--- src/rtl/popcount_pkg.sv ---
// Shared types and width helpers for the frame popcount accumulator.
package popcount_pkg;

    typedef enum logic [1:0] {
        ST_ACCUM = 2'd0,
        ST_DONE  = 2'd1,
        ST_DROP  = 2'd2
    } state_e;

    function automatic int unsigned cnt_w(input int unsigned data_width,
                                          input int unsigned max_words);
        return $clog2(data_width * max_words + 1);
    endfunction

    function automatic int unsigned wrd_w(input int unsigned max_words);
        return $clog2(max_words + 1);
    endfunction

    function automatic int unsigned pc_w(input int unsigned data_width);
        return $clog2(data_width) + 1;
    endfunction

endpackage

--- src/rtl/popcount_frame_acc_if.sv ---
// Input beat stream and held frame-result handshake of popcount_frame_acc.
// dout_max exists only when POPCOUNT_FRAME_MAX_EN is defined.
interface popcount_frame_acc_if #(
    parameter int unsigned DATA_WIDTH = 16,
    parameter int unsigned MAX_WORDS  = 64
);
    import popcount_pkg::*;

    localparam int unsigned CNT_W = cnt_w(DATA_WIDTH, MAX_WORDS);
    localparam int unsigned WRD_W = wrd_w(MAX_WORDS);
    localparam int unsigned PC_W  = pc_w(DATA_WIDTH);

    logic [DATA_WIDTH-1:0] din;
    logic                  din_valid;
    logic                  din_last;
    logic                  din_ready;
    logic [CNT_W-1:0]      dout;
    logic [WRD_W-1:0]      dout_words;
    logic                  dout_trunc;
    logic                  dout_valid;
    logic                  dout_ready;
`ifdef POPCOUNT_FRAME_MAX_EN
    logic [PC_W-1:0]       dout_max;
`endif

`ifdef POPCOUNT_FRAME_MAX_EN
    modport mst (output din, din_valid, din_last, dout_ready,
                 input  din_ready, dout, dout_words, dout_trunc, dout_valid, dout_max);
    modport slv (input  din, din_valid, din_last, dout_ready,
                 output din_ready, dout, dout_words, dout_trunc, dout_valid, dout_max);
`else
    modport mst (output din, din_valid, din_last, dout_ready,
                 input  din_ready, dout, dout_words, dout_trunc, dout_valid);
    modport slv (input  din, din_valid, din_last, dout_ready,
                 output din_ready, dout, dout_words, dout_trunc, dout_valid);
`endif

endinterface

--- src/rtl/popcount_word.sv ---
// Combinational count of the 1 bits in one DATA_WIDTH-bit word.
module popcount_word #(
    parameter int unsigned DATA_WIDTH = 16
) (
    input  logic [DATA_WIDTH-1:0]                word_i,
    output logic [popcount_pkg::pc_w(DATA_WIDTH)-1:0] pop_c_o
);
    import popcount_pkg::*;

    localparam int unsigned PC_W = pc_w(DATA_WIDTH);

    always_comb begin
        pop_c_o = '0;
        for (int i = 0; i < int'(DATA_WIDTH); i++) begin
            pop_c_o = pop_c_o + PC_W'(word_i[i]);
        end
    end

endmodule

--- src/rtl/popcount_frame_acc.sv ---
// Per-frame popcount accumulator with a held result handshake; frames longer
// than MAX_WORDS are closed early and their tail dropped. Option: POPCOUNT_FRAME_MAX_EN.
module popcount_frame_acc #(
    parameter int unsigned DATA_WIDTH = 16,
    parameter int unsigned MAX_WORDS  = 64
) (
    input  logic             clk,
    input  logic             reset,
    popcount_frame_acc_if.slv bus
);
    import popcount_pkg::*;

    localparam int unsigned CNT_W = cnt_w(DATA_WIDTH, MAX_WORDS);
    localparam int unsigned WRD_W = wrd_w(MAX_WORDS);
    localparam int unsigned PC_W  = pc_w(DATA_WIDTH);

    state_e           state_q;
    logic [CNT_W-1:0] acc_q, acc_d, dout_q;
    logic [WRD_W-1:0] wcnt_q, wcnt_d, words_q;
    logic             trunc_q, rdy_q, vld_q;
    logic [PC_W-1:0]  pop;
    logic             accept, close;

    popcount_word #(.DATA_WIDTH(DATA_WIDTH)) u_word (
        .word_i  (bus.din),
        .pop_c_o (pop)
    );

    // Next-count values for the beat currently on the bus.
    always_comb begin
        acc_d  = acc_q + CNT_W'(pop);
        wcnt_d = wcnt_q + WRD_W'(1);
        accept = bus.din_valid && rdy_q;
        close  = bus.din_last || (wcnt_d == WRD_W'(MAX_WORDS));
    end

`ifdef POPCOUNT_FRAME_MAX_EN
    logic [PC_W-1:0] runmax_q, runmax_d, max_q;

    always_comb begin
        runmax_d = (pop > runmax_q) ? pop : runmax_q;
    end

    // Running per-frame max, captured at close and cleared on result transfer.
    always_ff @(posedge clk) begin
        if (reset) begin
            runmax_q <= '0;
            max_q    <= '0;
        end else if (state_q == ST_ACCUM && accept) begin
            runmax_q <= runmax_d;
            if (close) max_q <= runmax_d;
        end else if (state_q == ST_DONE && bus.dout_ready) begin
            runmax_q <= '0;
        end
    end

    assign bus.dout_max = max_q;
`endif

    // Frame FSM; handshake outputs are registered alongside the state.
    always_ff @(posedge clk) begin
        if (reset) begin
            state_q <= ST_ACCUM;
            acc_q   <= '0;
            wcnt_q  <= '0;
            dout_q  <= '0;
            words_q <= '0;
            trunc_q <= 1'b0;
            rdy_q   <= 1'b1;
            vld_q   <= 1'b0;
        end else begin
            unique case (state_q)
                ST_ACCUM: begin
                    if (accept) begin
                        acc_q  <= acc_d;
                        wcnt_q <= wcnt_d;
                        if (close) begin
                            dout_q  <= acc_d;
                            words_q <= wcnt_d;
                            trunc_q <= !bus.din_last;
                            rdy_q   <= 1'b0;
                            vld_q   <= 1'b1;
                            state_q <= ST_DONE;
                        end
                    end
                end
                ST_DONE: begin
                    if (bus.dout_ready) begin
                        acc_q   <= '0;
                        wcnt_q  <= '0;
                        rdy_q   <= 1'b1;
                        vld_q   <= 1'b0;
                        state_q <= trunc_q ? ST_DROP : ST_ACCUM;
                    end
                end
                ST_DROP: begin
                    if (accept && bus.din_last) state_q <= ST_ACCUM;
                end
                default: begin
                    state_q <= ST_ACCUM;
                    rdy_q   <= 1'b1;
                    vld_q   <= 1'b0;
                end
            endcase
        end
    end

    assign bus.din_ready  = rdy_q;
    assign bus.dout_valid = vld_q;
    assign bus.dout       = dout_q;
    assign bus.dout_words = words_q;
    assign bus.dout_trunc = trunc_q;

endmodule
--- src/flat_wrapper.sv ---
// flat-port wrapper written by rule: the top's interface ports become plain ports
module popcount_frame_acc_flat import popcount_pkg::*;
#(
    parameter int unsigned DATA_WIDTH = 16,
    parameter int unsigned MAX_WORDS  = 64
)
  (clk, reset, bus_din, bus_din_valid, bus_din_last, bus_dout_ready, bus_din_ready, bus_dout, bus_dout_words, bus_dout_trunc, bus_dout_valid);
  popcount_frame_acc_if #(.DATA_WIDTH(DATA_WIDTH), .MAX_WORDS(MAX_WORDS)) bus_i ();
  input  logic clk;
  input  logic reset;
  input wire logic [$bits(bus_i.din)-1:0] bus_din;
  input wire logic [$bits(bus_i.din_valid)-1:0] bus_din_valid;
  input wire logic [$bits(bus_i.din_last)-1:0] bus_din_last;
  input wire logic [$bits(bus_i.dout_ready)-1:0] bus_dout_ready;
  output wire logic [$bits(bus_i.din_ready)-1:0] bus_din_ready;
  output wire logic [$bits(bus_i.dout)-1:0] bus_dout;
  output wire logic [$bits(bus_i.dout_words)-1:0] bus_dout_words;
  output wire logic [$bits(bus_i.dout_trunc)-1:0] bus_dout_trunc;
  output wire logic [$bits(bus_i.dout_valid)-1:0] bus_dout_valid;
  assign bus_i.din = bus_din;
  assign bus_i.din_valid = bus_din_valid;
  assign bus_i.din_last = bus_din_last;
  assign bus_i.dout_ready = bus_dout_ready;
  assign bus_din_ready = bus_i.din_ready;
  assign bus_dout = bus_i.dout;
  assign bus_dout_words = bus_i.dout_words;
  assign bus_dout_trunc = bus_i.dout_trunc;
  assign bus_dout_valid = bus_i.dout_valid;
  popcount_frame_acc #(.DATA_WIDTH(DATA_WIDTH), .MAX_WORDS(MAX_WORDS)) u_core (.clk(clk), .reset(reset), .bus(bus_i));
endmodule
--- config.mk ---
export PLATFORM = sky130hd
export DESIGN_NAME = popcount_frame_acc_flat
export DESIGN_NICKNAME = d
export VERILOG_FILES = /design/src/rtl/popcount_pkg.sv /design/src/rtl/popcount_frame_acc_if.sv /design/src/rtl/popcount_word.sv /design/src/rtl/popcount_frame_acc.sv /design/src/flat_wrapper.sv
export SDC_FILE = /design/constraint.sdc
export NUM_CORES = 1
export LEC_CHECK = 0
export CORE_ASPECT_RATIO = 1.2
export CORE_MARGIN = 2
export CORE_UTILIZATION = 53
export CTS_BUF_LIST = sky130_fd_sc_hd__clkbuf_16
export CTS_CLUSTER_DIAMETER = 30
export DETAILED_ROUTE_END_ITERATION = 7
export GPL_TIMING_DRIVEN = 0
export HOLD_SLACK_MARGIN = 0.1
export PLACE_DENSITY = 0.88
export SYNTH_ARGS = -nofsm -noshare
export SYNTH_HDL_FRONTEND = slang
export SYNTH_SLANG_ARGS = --single-unit
--- constraint.sdc ---
create_clock -name clk -period 5.8 [get_ports clk]
set_input_delay 1.16 -clock clk [delete_from_list [all_inputs] [get_ports clk]]
set_output_delay 1.16 -clock clk [all_outputs]
set_load 0.02 [all_outputs]
# --- After elaboration in Yosys (flattened, before gate mapping) ---
# Index checks and enable logic that the tools add are counted.
totals:
  out_inout_bits: 21
  register_bits: 41
op_classes:
  bitwise_logic: 1
  eq_ne: 7
  mux: 20
  n_addsub: 17
  reduce_logical: 10
op_table:
  columns: ["operator", "count"]
  rows:
  - ["$add 5x1->5", 11]
  - ["$mux 11", 2]
  - ["$pmux 11 s2", 1]
  - ["$mux 7", 2]
  - ["$pmux 7 s2", 1]
  - ["$add 11x5->11", 1]
  - ["$mux 2", 5]
  - ["$reduce_and 4->1", 2]
  - ["$add 7x1->7 const B", 1]
  - ["$eq 7x7->1 const B", 1]
  - ["$mux 1", 6]
  - ["$ne 2x1->1 const B", 3]
  - ["$pmux 1 s3", 2]
  - ["$pmux 2 s3", 1]
  - ["$reduce_and 3->1", 2]
  - ["$add 4x1->5", 1]
  - ["$add 3x1->4", 1]
  - ["$add 2x1->3", 1]
  - ["$add 1x1->2", 1]
  - ["$eq 2x1->1 const B", 1]
  - ["$eq 2x2->1 const B", 1]
  - ["$logic_and 1x1->1", 2]
  - ["$logic_not 2->1", 1]
  - ["$ne 2x2->1 const B", 1]
  - ["other kinds (4)", 4]

# --- Depth between registers and ports, before layout ---
logic_depth:
  depth_word: 18
  ltp_mapped: 14
  ltp_nobuf: 14

# --- By module ---
# A second synthesis with hierarchy kept.
unflattened:
  hier_cells: 317
  area_unflattened_um2: 2691.3
modules_own_cells:
  columns: ["module", "cells_per_inst", "area_per_inst_um2", "instances", "seq_area_each_um2"]
  rows:
  - ["popcount_frame_acc", 270, 2283.4, 1, 820.8]
  - ["popcount_word", 47, 407.9, 1, 0.0]

# --- Worst setup path before layout ---
# Ideal clock, no wire load.
synth_timing:
  path_type: "in2reg"
  startpoint: "input bus_din[0]"
  endpoint: "register u_core.dout_q[6] (netlist: u_core.bus.dout[6])"
  arrival_ns: 4.645
  required_time_ns: 5.708
  cell_stages: 13
  path_slack_ns: 1.063
  cell_sequence: "fa_1 > inv_1 > fa_1 > fa_1 > fa_1 > fa_1 > inv_1 > fa_1 > a21o_1 > a31o_2 > a21oi_1 > a31oi_1 > o32ai_1"
synth_via:
  elab_chain_len: 16
synth_lines:
  columns: ["element", "line", "rtl"]
  rows:
  - ["start: declaration", "flat_wrapper.sv:11", "input wire logic [$bits(bus_i.din)-1:0] bus_din;"]
  - ["$add 1x1->2", "popcount_word.sv:15", "pop_c_o = pop_c_o + PC_W'(word_i[i]);"]
  - ["$add 2x1->3", "popcount_word.sv:15", null]
  - ["$add 3x1->4", "popcount_word.sv:15", null]
  - ["$add 4x1->5", "popcount_word.sv:15", null]
  - ["$add 5x1->5 (11 in a row)", "popcount_word.sv:15", null]
  - ["$add 11x5->11", "popcount_frame_acc.sv:31", "acc_d = acc_q + CNT_W'(pop);"]
  - ["end signal: assignment", "popcount_frame_acc.sv:66", "dout_q <= '0;"]
  - ["end signal: assignment", "popcount_frame_acc.sv:78", "dout_q <= acc_d;"]
  - ["end: declaration", "popcount_frame_acc.sv:18", "logic [CNT_W-1:0] acc_q, acc_d, dout_q;"]
# No other way between the ends.
# A chain may end at the register's enable or synchronous reset.

# --- Worst setup path after layout ---
layout_timing:
  startpoint: "input bus_din[0]"
  endpoint: "register u_core.acc_q[9]"
layout_via:
  elab_chain_len: 18
layout_lines:
  columns: ["element", "line", "rtl"]
  rows:
  - ["$add 1x1->2", "popcount_word.sv:15", null]
  - ["$add 2x1->3", "popcount_word.sv:15", null]
  - ["$add 3x1->4", "popcount_word.sv:15", null]
  - ["$add 4x1->5", "popcount_word.sv:15", null]
  - ["$add 5x1->5 (11 in a row)", "popcount_word.sv:15", null]
  - ["$add 11x5->11", "popcount_frame_acc.sv:31", null]
  - ["$mux 11", "popcount_frame_acc.sv:74", "if (accept) begin"]
  - ["$pmux 11 s2", "popcount_frame_acc.sv:72", "unique case (state_q)"]
  - ["end signal: assignment", "popcount_frame_acc.sv:64", "acc_q <= '0;"]
  - ["end signal: assignment", "popcount_frame_acc.sv:75", "acc_q <= acc_d;"]
  - ["end signal: assignment", "popcount_frame_acc.sv:89", "acc_q <= '0;"]
  - ["end: declaration", "popcount_frame_acc.sv:18", null]
# No other way between the ends. The select of a mux whose other input is x is not followed.

==> metrics.txt <==
post-synthesis compound-gate area fraction 0.2019; max-slew violations 0; Mapped Cells 277; Cell Chain, Critical Path clkdlybuf4s50_1, fa_1, inv_1, fa_1, fa_1, fa_1, fa_1, nand2b_1, a211oi_1, o21ai_0, or3_1, a31oi_1; syn avg cell area 8.813 sq um; Cell Area, Synth 2441 sq um; kind of critical path in -> reg; Post-CTS Setup Inserts 0; final wirelength approximately 5600 microns; main flop type after synthesis dfxtp_1; main combinational cell family by area after synthesis compound AO/OA/AOI/OAI gates; RR Startpoint u_core.acc_q[0]$_SDFFE_PP0P_; vias per cell 5.627; area share of the largest cell type after synthesis 0.3362; Crit path top cell by count fa_1; # clock sinks 41; Die Y ~78 microns; Die Span X 65.96 microns; Residual DRC 0; CTS H-tree depth 2; mux contribution to synthesized area 0.008201; Worst R2R Setup Slack just over 2 ns; FF+latch count, synth 41; minimum clock period about 5.2 ns; Row Count 27; Max Root-Sink Buffers 2; via count approximately 2.2k; Clk pin slew, worst setup/hold paths ~0.060 ns; GRT Overall Usage 0.2467; Ports 42; Final Non-Filler Cells 383; Startpoint Class input pin; Final Cycle Share 0.9014; Worst-Skew Late Latency around 0.28 ns; Final WS setup 0.5721 ns; worst-margin pin slew ~0.8 ns; leading area contributor after synthesis dfxtp_1; Max-Cap Viols 0; global route overflow 0; Req. time, crit path around 6.0 ns; Layout area overhead 25.06%; RSZ-0062 raised after global routing false; Setup WS pre-CTS between 0.3 and 0.4 ns; Num CTS Buffers 5; # hold bufs at CTS 0; DIE AREA 5167 sq um; first-pass GRT wire length 9922 microns; critical path's slowest cell fa_1; Worst Setup SP bus_din[0]; Critical Path Sink Type flop; clk_skew between 0.004 and 0.005 ns; CTS tree done; CTS Root Cell clkbuf_16; HP Class reg -> reg; Syn Nets 319; routability cong. 0.8599; Detailed Route Iter0 Violations between 100 and 150; Post-synth EDFFs 0; Filler cells 384; final hold vios 0; CP arrival about 5.4 ns; Post-Synth Adder-Cell Area 0.1445; nets@finish 366; vias in the first global route between 2k and 2.5k; total core area 4527 sq um; CP Max Fanout 3; layout cell share with drive strength beyond 1 0.1108; Initial Utilization 0.5392; yosys warns 0; Critical Path Max Stage Delay 0.54 ns; Post-synth ARST share 0; DP Wirelength 4043 microns; leak pwr 1.216 nW; Final ANT Viol Nets 0; Peak VDD IR 0.2360 mV; largest net degree at the start of global routing 13; setup violators final 0; R2R cell count 10; post-synthesis cell type count 48; Reg-to-Reg End u_core.acc_q[9]$_SDFFE_PP0P_; DR pass1 iterations 4; synth top area cells dfxtp_1 34%, fa_1 9.8%, a21oi_1 4.9%; DP Cell Count around 380; status finished clean; fmax ~190 MHz; Setup crit end u_core.acc_q[9]$_SDFFE_PP0P_; post_cts resized 0; Slew headroom 0.4764; setup tns final 0 ns; post-synthesis xor/xnor area fraction 0.03947; ant diodes 0; Power Density 351.8 nW/um^2; I/O Buffers 40; Post-Synth Simple-Gate Area 0.1948; Routed WL per cell 14.74 microns; sequential area share after synthesis 0.3362; initial antenna violation count 0
[routing by layer]
metal  vias to the layer above  global-route usage  wire, microns  share of wire
li1                       1044                   -              -              -
met1                      1038              0.3220           2415           0.43
met2                        65              0.4121           2866           0.51
met3                         8             0.04011            284          0.050
met4                         0             0.08367             81          0.014
met5                         -                   0              0              0
[cells in the final DEF (no fill, tap or decap), types with 5 or more instances in the layout]
cell,n
clkdlybuf4s50_1,40
clkbuf_1,7
fa_1,12
dfxtp_1,41
nand3_1,5
inv_1,29
nor2_1,30
a22oi_1,5
clkbuf_16,5
nand2_1,24
ha_1,9
o21ai_0,11
nor2_2,8
a211oi_2,7
or3_1,5
a21oi_1,24
xor2_1,7
[cells in the mapped netlist (5+ instances only)]
master    instances
a22oi_1           5
inv_1            28
o21ai_0          11
dfxtp_1          41
nor2_1           30
xor2_1            7
fa_1             12
nand3_1           5
ha_1              9
a21oi_1          24
nor2_2            8
nand2_1          24
or3_1             5
clkbuf_1          7
a211oi_2          7
[report_power, final]
group | internal, W | leakage (nW) | switching [W]
registers | 0.000310 | 0.334 | 0.0000186
clock network | 0.000156 | 0.0748 | 0.000110
logic | 0.000200 | 0.807 | 0.000279
total | 0.000666 | 1.22 | 0.000408
[stage by stage]
step                total power, W  hold WS, ns  cell area [sq um]    util
detailed placement       0.0008040       0.4453               2914  0.6437
finish                    0.001074       0.4501               3053  0.6744
floorplan                0.0006610       0.4545               2441       -
CTS                       0.001075       0.4515               3053  0.6744
global route              0.001146       0.4614               3053  0.6744
global placement         0.0007731       0.4423               2914  0.6437
[critical path: cells and delay by family]
family / cells / cell delay [ns]
adder cells (fa/ha/maj): 5 / 2.39
AO/OA/AOI/OAI: 3 / 0.87
AND/OR/NAND/NOR: 2 / 0.55
buffers and inverters: 2 / 0.48
[sequential cells by signal (all words and copies together) (netlist names)]
name,count
u_core.bus.dout_trunc,1
u_core.bus.dout_words,7
u_core.wcnt_q,7
u_core.bus.din_ready,1
u_core.acc_q,11
u_core.state_q,2
u_core.bus.dout_valid,1
u_core.bus.dout,11
[cell families (layout without fill, tap and decap cells)]
logic type	count (synthesis)	count (layout)
AOI/OAI and AO/OA	70	70
xor gates and xnor gates	11	11
adders and majority gates	21	21
buffers and inverters	41	89
DFF	41	41
muxes	2	2
and+or+nand+nor	91	91
[how the worst min path moves through the flow]
stage                                          startpoint                                     to  slack, ns  cells after the start
floorplan                    u_core.acc_q[0]$_SDFFE_PP0P_           u_core.acc_q[0]$_SDFFE_PP0P_       0.45                      2
global placement          u_core.bus.dout[8]$_SDFFE_PP0P_        u_core.bus.dout[8]$_SDFFE_PP0P_       0.44                      2
detailed placement  u_core.bus.dout_words[0]$_SDFFE_PP0P_  u_core.bus.dout_words[0]$_SDFFE_PP0P_       0.45                      2
CTS                 u_core.bus.dout_words[0]$_SDFFE_PP0P_  u_core.bus.dout_words[0]$_SDFFE_PP0P_       0.45                      2
global route        u_core.bus.dout_words[0]$_SDFFE_PP0P_  u_core.bus.dout_words[0]$_SDFFE_PP0P_       0.46                      2
finish              u_core.bus.dout_words[0]$_SDFFE_PP0P_  u_core.bus.dout_words[0]$_SDFFE_PP0P_       0.45                      2
[layout make-up]
type	count	area (sq um)	share of cell area
clock buffer	5	125.1	0.04098
tap	58	72.57	0.02377
inverter	28	105.1	0.03443
timing repair buffer	40	400.4	0.1311
clock inverter	3	13.76	0.004508
sequential	41	820.8	0.2689
buffer	13	77.57	0.02541
multi-input combinational	195	1438	0.4709
(Power assumes the default switching activity.)
